==> src/rtl/aclk_alarm_ctrl.sv <==
// Alarm sequencer: compares the running time with the stored alarm time and
// drives the buzzer through arm / ring / snooze / done.
//
// state    | meaning
// DISARMED | alarm switch off, counters held clear
// ARMED    | waiting for current time to equal alarm time
// RINGING  | buzzer on, ring timer counts seconds toward auto-stop
// SNOOZE   | buzzer off, minute timer counts toward re-ring
// DONE     | event finished, waits for the alarm minute to pass
module aclk_alarm_ctrl #(
  parameter int RING_TIMEOUT_S = 60,
  parameter int SNOOZE_MIN     = 5,
  parameter int MAX_SNOOZES    = 3
) (
  input  logic       clk,
  input  logic       reset,
  input  logic       one_second,
  input  logic       one_minute,
  input  logic       alarm_enable,
  input  logic       snooze_button,
  input  logic       stop_button,
  input  logic [3:0] current_time_ms_hr,
  input  logic [3:0] current_time_ls_hr,
  input  logic [3:0] current_time_ms_min,
  input  logic [3:0] current_time_ls_min,
  input  logic [3:0] alarm_time_ms_hr,
  input  logic [3:0] alarm_time_ls_hr,
  input  logic [3:0] alarm_time_ms_min,
  input  logic [3:0] alarm_time_ls_min,
  output logic       sound_alarm,
  output logic       snooze_active,
  output logic [3:0] snooze_count
);

  localparam int RT_W = $clog2(RING_TIMEOUT_S + 1);

  typedef enum logic [2:0] {
    DISARMED = 3'd0,
    ARMED    = 3'd1,
    RINGING  = 3'd2,
    SNOOZE   = 3'd3,
    DONE     = 3'd4
  } state_t;

  state_t            state_q, state_d;
  logic [3:0]        snooze_count_q, snooze_count_d;
  logic [RT_W-1:0]   ring_timer_q, ring_timer_d;
  logic [3:0]        min_timer_q, min_timer_d;
  logic              snooze_btn_q, stop_btn_q;
  logic              match, snooze_press, stop_press;

  assign match = (current_time_ms_hr  == alarm_time_ms_hr)  &&
                 (current_time_ls_hr  == alarm_time_ls_hr)  &&
                 (current_time_ms_min == alarm_time_ms_min) &&
                 (current_time_ls_min == alarm_time_ls_min);

  assign snooze_press = snooze_button & ~snooze_btn_q;
  assign stop_press   = stop_button & ~stop_btn_q;

  always_ff @(posedge clk) begin
    if (reset) begin
      state_q        <= DISARMED;
      snooze_count_q <= '0;
      ring_timer_q   <= '0;
      min_timer_q    <= '0;
      snooze_btn_q   <= 1'b0;
      stop_btn_q     <= 1'b0;
    end else begin
      state_q        <= state_d;
      snooze_count_q <= snooze_count_d;
      ring_timer_q   <= ring_timer_d;
      min_timer_q    <= min_timer_d;
      snooze_btn_q   <= snooze_button;
      stop_btn_q     <= stop_button;
    end
  end

  always_comb begin
    state_d        = state_q;
    snooze_count_d = snooze_count_q;
    ring_timer_d   = ring_timer_q;
    min_timer_d    = min_timer_q;
    if (!alarm_enable) begin
      state_d        = DISARMED;
      snooze_count_d = '0;
      ring_timer_d   = '0;
      min_timer_d    = '0;
    end else begin
      case (state_q)
        DISARMED: begin
          state_d        = ARMED;
          snooze_count_d = '0;
        end
        ARMED: begin
          if (match) begin
            state_d      = RINGING;
            ring_timer_d = '0;
          end
        end
        RINGING: begin
          if (stop_press) begin
            state_d = DONE;
          end else if (snooze_press && (snooze_count_q < 4'(MAX_SNOOZES))) begin
            state_d        = SNOOZE;
            snooze_count_d = snooze_count_q + 4'd1;
            min_timer_d    = '0;
          end else if (one_second) begin
            // an exhausted snooze press falls through so the second still counts
            if (ring_timer_q != '1) ring_timer_d = ring_timer_q + 1'b1;
            if (ring_timer_d == RT_W'(RING_TIMEOUT_S)) state_d = DONE;
          end
        end
        SNOOZE: begin
          if (stop_press) begin
            state_d = DONE;
          end else if (one_minute) begin
            if (min_timer_q != '1) min_timer_d = min_timer_q + 4'd1;
            if (min_timer_d == 4'(SNOOZE_MIN)) begin
              state_d      = RINGING;
              ring_timer_d = '0;
            end
          end
        end
        DONE: begin
          // stay parked while the alarm minute lasts so it cannot retrigger
          if (!match) begin
            state_d        = ARMED;
            snooze_count_d = '0;
          end
        end
        default: state_d = DISARMED;
      endcase
    end
  end

  assign sound_alarm   = (state_q == RINGING);
  assign snooze_active = (state_q == SNOOZE);
  assign snooze_count  = snooze_count_q;

endmodule

==> config.mk <==
export PLATFORM = sky130hd
export DESIGN_NAME = aclk_alarm_ctrl
export DESIGN_NICKNAME = d
export VERILOG_FILES = /design/src/rtl/aclk_alarm_ctrl.sv
export SDC_FILE = /design/constraint.sdc
export NUM_CORES = 1
export LEC_CHECK = 0
export ABC_AREA = 1
export CAP_MARGIN = 20
export CORE_MARGIN = 4
export CORE_UTILIZATION = 40
export DETAILED_ROUTE_END_ITERATION = 7
export GPL_ROUTABILITY_DRIVEN = 1
export GPL_TIMING_DRIVEN = 0
export MAX_ROUTING_LAYER = met4
export PLACE_DENSITY = 0.8
export SYNTH_ARGS = -nofsm -noshare
export SYNTH_HDL_FRONTEND = slang
export SYNTH_SLANG_ARGS = --single-unit
==> constraint.sdc <==
create_clock -name clk -period 1.7 [get_ports clk]
set_input_delay 0.17 -clock clk [delete_from_list [all_inputs] [get_ports clk]]
set_output_delay 0.17 -clock clk [all_outputs]
set_load 0.005 [all_outputs]
==> out/summary.txt, run 1 <==
==================================================================================
Pre-CTS setup slack .................................................    -0.238 ns
Number of I/O port buffers ..........................................           44
Relative area change from synthesis to final layout .................        46.8%
Area of the placeable core ..........................................    4000 um^2
Maximum number of pins on one net before global-route repair ........           11
Clock tree from TritonCTS ...........................................         done
Clock-pin slew on the worst setup and hold paths ....................      0.07 ns
Commonest cells in the synthesized netlist .......................... sky130_fd_sc_hd__nand2_1, sky130_fd_sc_hd__inv_1, sky130_fd_sc_hd__nor2_1
CP max stage cell ................................................... sky130_fd_sc_hd__dfxtp_4
Total Power .........................................................    0.00127 W
Min-delay worst type ................................................      reg2reg
Initial drt markers .................................................           62
Capture instance of the worst register-to-register path ............. ring_timer_q[3]
Vertical extent of the die ..........................................      72.3 um
Largest buffer count on any clock path ..............................            2
Register area share after synthesis .................................        23.0%
Maximum single-stage delay on the critical path .....................      0.37 ns
Crit path capture type ..............................................     register
Layout Skew .........................................................   0.00247 ns
Setup TNS after final layout ........................................   -0.0203 ns
Final worst-path cycle share ........................................         101%
TritonRoute pass-1 iters ............................................            4
Cells on Worst Hold Path ............................................            2
Peak supply drop ....................................................     0.457 mV
Average footprint of a synthesized cell .............................    5.83 um^2
Num Clock Sinks .....................................................           19
Cell depth of the worst flop-to-flop path ...........................           10
Xor and xnor fraction of the mapped netlist area ....................           0%
Synth area leader ................................................... sky130_fd_sc_hd__dfxtp_1
Static leakage power ................................................      1.17 nW
Met3 track demand over resource in global routing ...................        1.94%
Start-to-end type of the worst setup path ...........................      reg2reg
Number of placement rows ............................................           23
Filler instances ....................................................          356
Power density over cell area ........................................  523 nW/um^2
Layout Nets .........................................................          387
Share of final-layout standard cells stronger than drive strength 1 .        21.5%
Most used DFF post-synth ............................................ sky130_fd_sc_hd__dfxtp_1
Cell-by-cell trace of the critical path ............................. ha_4 > nand3_2 > or2_0 > o21ai_1 > nand3_1 > nand2_2 > nand3_4 > buf_8 > a21oi_2 > nor3_2
Post-detailed-route count of antenna-violating nets .................            0
Compound-Gate Fraction of Synth Area ................................        13.8%
Total routing usage reported by global routing ......................        18.6%
Post-synthesis cell type count ......................................           29
Global Route met1 Usage .............................................        20.6%
Max Fclk ............................................................      583 MHz
Setup slack, reg-to-reg .............................................     -0.01 ns
Antenna cell count ..................................................            0
Net count after synthesis ...........................................          326
Final Hold Violating Endpoints ......................................            0
Clk Latency, worst-skew pair ........................................      0.26 ns
Fraction of the core area covered by cells at the end of the flow ...        60.7%
Outcome ............................................................. complete, but fails checks
Instance count of the mapped netlist ................................          284
Remaining design rule violation count ...............................            0
Final wirelength ....................................................      4530 um
Ports ...............................................................           45
Simple-gate area share of the yosys netlist .........................        45.4%
Minimum period implied by the final worst setup slack ...............      1.71 ns
GR Util met2 ........................................................        34.2%
Min-delay src ....................................................... snooze_count[3]
Headroom to the max-slew limit ......................................        77.2%
Wire length of the first global-routing pass ........................      7760 um
Final setup vio count ...............................................            3
Number of flops mapped to enable cells by yosys .....................            0
DP HPWL .............................................................      3240 um
Clock root buffer ................................................... sky130_fd_sc_hd__clkbuf_8
Synthesis warning total .............................................            0
Reg-to-reg startpoint ............................................... min_timer_q[1]
Die X-Extent ........................................................      72.3 um
WP buf/inv ..........................................................            1
End of the worst hold path .......................................... snooze_count[3]
Least-Margin Pin Slew ...............................................     0.340 ns
Vias in the first global route ......................................         1909
Portion of synthesized cell area occupied by the leading cell type ..        23.0%
Mux cell area share after synthesis .................................           0%
Routed len/inst .....................................................      11.5 um
Antenna violations before repair ....................................            0
Signal arrival time at the worst endpoint ...........................      1.86 ns
Post-detailed-route via-to-cell ratio ...............................         4.86
Total number of H-tree levels .......................................            1
Effective utilization at floorplan ..................................        41.4%
Post-synthesis async set-or-reset flop share ........................           0%
Summed instance area of the synthesized netlist .....................    1660 um^2
Total via count after detailed routing ..............................         1915
Max capacitance violation total .....................................            0
Setup repair after global routing missed its margin .................         true
Area share of fa/ha/maj cells after synthesis .......................        2.27%
Cells taking the most area after synthesis .......................... sky130_fd_sc_hd__dfxtp_1, sky130_fd_sc_hd__nand2_1, sky130_fd_sc_hd__inv_1
Final estimated routing congestion in global placement ..............        0.850
Final-report max-slew violation count ...............................            0
Global route hottest layer ..........................................         met2
Worst setup SP type .................................................     register
Final Worst Setup Slack .............................................   -0.0147 ns
Worst endpoint required time ........................................      1.85 ns
Dominant combinational cell family by area after synthesis .......... simple AND/OR/NAND/NOR gates
Register bit count reported by yosys ................................           19
Maximum fanout along the worst path .................................            5
Total Die Area ......................................................    5230 um^2
Num CTS Buffers .....................................................            3
First element of the critical path .................................. min_timer_q[1]
Grt ovf .............................................................            0
Violations in the final reports ..................................... setup timing
Kind of cell adding the most delay to the critical path ............. simple AND/OR/NAND/NOR gates
Most used standard cell by instance count after synthesis ........... sky130_fd_sc_hd__nand2_1
==================================================================================
## layer usage
metal	vias up	wire, um
met1	858	1910
met3	9	199
met4	0	93
li1	994	-
met2	54	2330
met5	-	0
## report_power, final
| group | total, W | internal [W] | switching, W |
|---|---|---|---|
| registers | 0.000491 | 0.000463 | 0.0000276 |
| clock network | 0.000327 | 0.000167 | 0.000160 |
| logic | 0.000452 | 0.000228 | 0.000224 |
| total | 0.00127 | 0.000859 | 0.000412 |
## cell type report
cell class / instances / area, um^2 / share of cell area (%)
Buffer: 2 / 26.3 / 1.08
Clock buffer: 4 / 45.0 / 1.85
Inverter: 62 / 235 / 9.68
Multi-Input combinational cell: 201 / 1110 / 45.8
Sequential cell: 19 / 392 / 16.1
Tap cell: 50 / 62.6 / 2.57
Timing Repair Buffer: 56 / 557 / 22.9
## through the flow
step | area [um^2] | cells | hold slack, ns
2_1_floorplan | 1660 | 284 | 0.242
3_3_place_gp | 2160 | 378 | 0.443
3_5_place_dp | 2160 | 378 | 0.450
4_1_cts | 2370 | 394 | 0.459
5_1_grt | 2430 | 394 | 0.482
6_report | 2430 | 394 | 0.465
## worst max path at each step
stage / end / cells after the start / slack, ns
3_3_place_gp: state_q[1] / 14 / -0.15
6_report: ring_timer_q[3] / 10 / -0.01
3_5_place_dp: state_q[1] / 14 / -0.24
4_1_cts: ring_timer_q[3] / 10 / -0.02
5_1_grt: state_q[0] / 12 / -0.11
2_1_floorplan: ring_timer_q[3] / 10 / 0.09
## tightest hold or removal path: stages (launching register included)
cell and delay, ns:
sky130_fd_sc_hd__dfxtp_1 0.33, sky130_fd_sc_hd__nand2_1 0.06, sky130_fd_sc_hd__nor2_1 0.04
## cells in the final DEF, fill, tap and decap left out, types with 7 or more instances in the layout
cell	n
sky130_fd_sc_hd__dfxtp_1	14
sky130_fd_sc_hd__clkdlybuf4s50_1	43
sky130_fd_sc_hd__nand2_1	72
sky130_fd_sc_hd__nand2_2	8
sky130_fd_sc_hd__buf_4	10
sky130_fd_sc_hd__nor2_1	43
sky130_fd_sc_hd__nor2_4	7
sky130_fd_sc_hd__a21oi_1	10
sky130_fd_sc_hd__nand3_1	10
sky130_fd_sc_hd__inv_1	56
## registers in the layout (all words and copies together), names as in the netlist
| register | cells |
|---|---|
| min_timer_q | 4 |
| snooze_count | 4 |
| snooze_btn_q | 1 |
| state_q | 3 |
| stop_btn_q | 1 |
| ring_timer_q | 6 |
## kinds of logic after synthesis
family / after synthesis
simple gates: 163
buf+inv: 64
compound gates: 35
flops: 19
fa+ha+maj: 3
## repair_timing
action,4_1_cts,5_1_grt
endpoints found under the setup margin,10,18
gates resized for setup,16,20
buffers inserted,11,0
pin swaps,5,11
hold buffers,0,0
cloned,1,0
Power figures use the tool's default switching activity.
==> inputs of run 2 (changes only) <==
- SKIP_CTS_REPAIR_TIMING: default -> 1
==> run 2 against run 1 <==
  * The flow still finishes with violations (setup timing)
  * Register-to-register slack lost 0.05 ns
  * Count of clock-buffer cells in the layout is the same
  * Die area is the same
  * Routed wire length shrank 3.4%
  * First-iteration DRC count grew 9.7%
  * Power shrank 1.7%
  * Clock skew grew 0.00054 ns
  * Critical path type unchanged
  * Highest routed layer unchanged
==> out/summary.txt, run 2 (synthesis gave the netlist of run 1 again) <==
==================================================================================
Outcome ............................................................. complete, but fails checks
Violations in the final reports ..................................... setup timing
Worst endpoint required time ........................................      1.84 ns   about the same
Setup TNS after final layout ........................................    -0.303 ns   -0.282 ns
Min-delay worst type ................................................       in2reg
Most common library cell in the layout ignoring fill and taps ....... sky130_fd_sc_hd__nand2_1
Maximum number of pins on one net before global-route repair ........           11   unchanged
Cell-by-cell trace of the critical path ............................. ha_4 > nand2_2 > nor2_2 > a21oi_1 > nor2_1 > nand3_2 > nand2_2 > nand3_4 > buf_8 > a21oi_2 > nor3_2
Antenna cell count ..................................................            0   unchanged
Maximum fanout along the worst path .................................            5   unchanged
Clock tree from TritonCTS ...........................................         done
Share of final-layout standard cells stronger than drive strength 1 .        21.9%   +0.38 points
Vertical extent of the die ..........................................      72.3 um   unchanged
Wire length of the first global-routing pass ........................      6840 um   -12%
Final wirelength ....................................................      4380 um   -3.4%
Total routing usage reported by global routing ......................        16.3%   -2.3 points
Maximum single-stage delay on the critical path .....................      0.38 ns   about the same
Worst hold slack across all endpoints ...............................     0.453 ns   -0.0113 ns
Crit path capture type ..............................................     register
Layout Skew .........................................................   0.00301 ns   +0.000544 ns
Final-report max-slew violation count ...............................            0   unchanged
Reg-to-reg startpoint ............................................... min_timer_q[1]
Cells on Worst Hold Path ............................................            3   +1
Least-Margin Pin Slew ...............................................     0.341 ns   +0.000879 ns
Number of I/O port buffers ..........................................           44   unchanged
Initial drt markers .................................................           68   +9.7%
Effective utilization at floorplan ..................................        41.4%   unchanged
Die X-Extent ........................................................      72.3 um   unchanged
Clk Latency, worst-skew pair ........................................      0.26 ns   about the same
Power density over cell area ........................................  517 nW/um^2   -1.2%
DP HPWL .............................................................      3240 um   unchanged
Max capacitance violation total .....................................            0   unchanged
Capture instance of the worst register-to-register path ............. ring_timer_q[3]
Grt ovf .............................................................            0   unchanged
Num CTS Buffers .....................................................            3   unchanged
Layout Nets .........................................................          381   -1.6%
Number of flip-flops under the largest register name ................            6   unchanged
TritonRoute pass-1 iters ............................................            4   unchanged
Final estimated routing congestion in global placement ..............        0.850   unchanged
Final worst-path cycle share ........................................         104%   +3.2 points
Remaining design rule violation count ...............................            0   unchanged
Post-detailed-route count of antenna-violating nets .................            0   unchanged
Total Die Area ......................................................    5230 um^2   unchanged
Final Worst Setup Slack .............................................   -0.0685 ns   -0.0538 ns
Max Fclk ............................................................      565 MHz   -3.0%
Clock-pin slew on the worst setup and hold paths ....................      0.07 ns   about the same
Cell repeated most along the worst path ............................. sky130_fd_sc_hd__nand2_2
Headroom to the max-slew limit ......................................        77.1%   about the same
Ports ...............................................................           45   unchanged
Peak supply drop ....................................................     0.470 mV   +3.0%
Final Hold Violating Endpoints ......................................            0   unchanged
Clock root buffer ................................................... sky130_fd_sc_hd__clkbuf_8
Num Clock Sinks .....................................................           19   unchanged
Routed len/inst .....................................................      11.3 um   -1.9%
Total via count after detailed routing ..............................         1902   -0.68%
Antenna violations before repair ....................................            0   unchanged
Minimum period implied by the final worst setup slack ...............      1.77 ns   +0.0538 ns
Setup repair after global routing missed its margin .................         true
Min-delay src ....................................................... snooze_button
Leading cell types in the layout, fill and taps excluded ............ sky130_fd_sc_hd__nand2_1, sky130_fd_sc_hd__inv_1, sky130_fd_sc_hd__clkdlybuf4s50_1, sky130_fd_sc_hd__nor2_1, sky130_fd_sc_hd__dfxtp_1
End of the worst hold path .......................................... snooze_btn_q
Area of the placeable core ..........................................    4000 um^2   unchanged
Number of placement rows ............................................           23   unchanged
Register with the most flip-flops ................................... ring_timer_q
Cell depth of the worst flop-to-flop path ...........................           11   +1
CP max stage cell ................................................... sky130_fd_sc_hd__dfxtp_4
Worst setup SP type .................................................     register
Setup slack, reg-to-reg .............................................     -0.07 ns   -0.05 ns
Fraction of the core area covered by cells at the end of the flow ...        60.4%   -0.31 points
Static leakage power ................................................      1.15 nW   -2.0%
Total number of H-tree levels .......................................            1   unchanged
Signal arrival time at the worst endpoint ...........................      1.91 ns   +0.05 ns
Vias in the first global route ......................................         1733   -9.2%
Start-to-end type of the worst setup path ...........................      reg2reg
Relative area change from synthesis to final layout .................        46.0%
Final setup vio count ...............................................            8   +5
Post-detailed-route via-to-cell ratio ...............................         4.90   +0.86%
Largest buffer count on any clock path ..............................            2   unchanged
==================================================================================
-- run 2: changes by cell type in the layout (fill, tap and decap cells not counted), sizes merged --
cell    before  now
clkbuf       4    5
buf         14    7
-- run 2: how the worst max path moves through the flow --
| stage | from | to | depth (start not counted) |
|---|---|---|---|
| finish | min_timer_q[1] | ring_timer_q[3] | 11 |
| global route | min_timer_q[1] | ring_timer_q[3] | 11 |
| CTS | min_timer_q[0] | ring_timer_q[2] | 10 |
| detailed placement | alarm_time_ms_min[1] | state_q[1] | 14 |
| global placement | alarm_time_ms_min[1] | state_q[1] | 14 |
| floorplan | min_timer_q[0] | ring_timer_q[3] | 10 |
-- run 2: final cells by class --
class,count,area (um^2)
fillers,360,1580
multi-input cells,201,1140
repair buffers,50,505
flip-flops and latches,19,399
inverters,62,235
well taps,50,62.6
clock buffers,4,45.0
plain buffers,2,26.3
-- run 2: through the flow --
step           instance area, um^2  power (W)  std cells  setup slack (ns)
2_1_floorplan                 1660   0.000727        284            0.0938
3_3_place_gp                  2160   0.000862        378            -0.148
3_5_place_dp                  2160   0.000873        378            -0.238
4_1_cts                       2200    0.00119        382            -0.159
5_1_grt                       2420    0.00133        388            -0.156
6_report                      2420    0.00125        388           -0.0685
-- run 2: metal layers --
| metal | global-route usage, % | share of wire (%) |
|---|---|---|
| met3 | 1.94 | 4.3 |
| met5 | - | 0 |
| met4 | 3.97 | 1.1 |
| met2 | 30.2 | 53 |
| met1 | 18.4 | 42 |
-- run 2: where the power goes --
part           internal (W)  switching, W
combinational      0.000217      0.000220
clock              0.000167      0.000155
sequential         0.000463     0.0000269
-- run 2: worst max-delay path: cells and delay by family (launching register included) --
family                   cells  cell delay (ns)
adder cells (fa/ha/maj)      1             0.16
buffers and inverters        1             0.16
AO/OA/AOI/OAI                2             0.19
AND/OR/NAND/NOR              7             0.78
flip-flops                   1             0.38
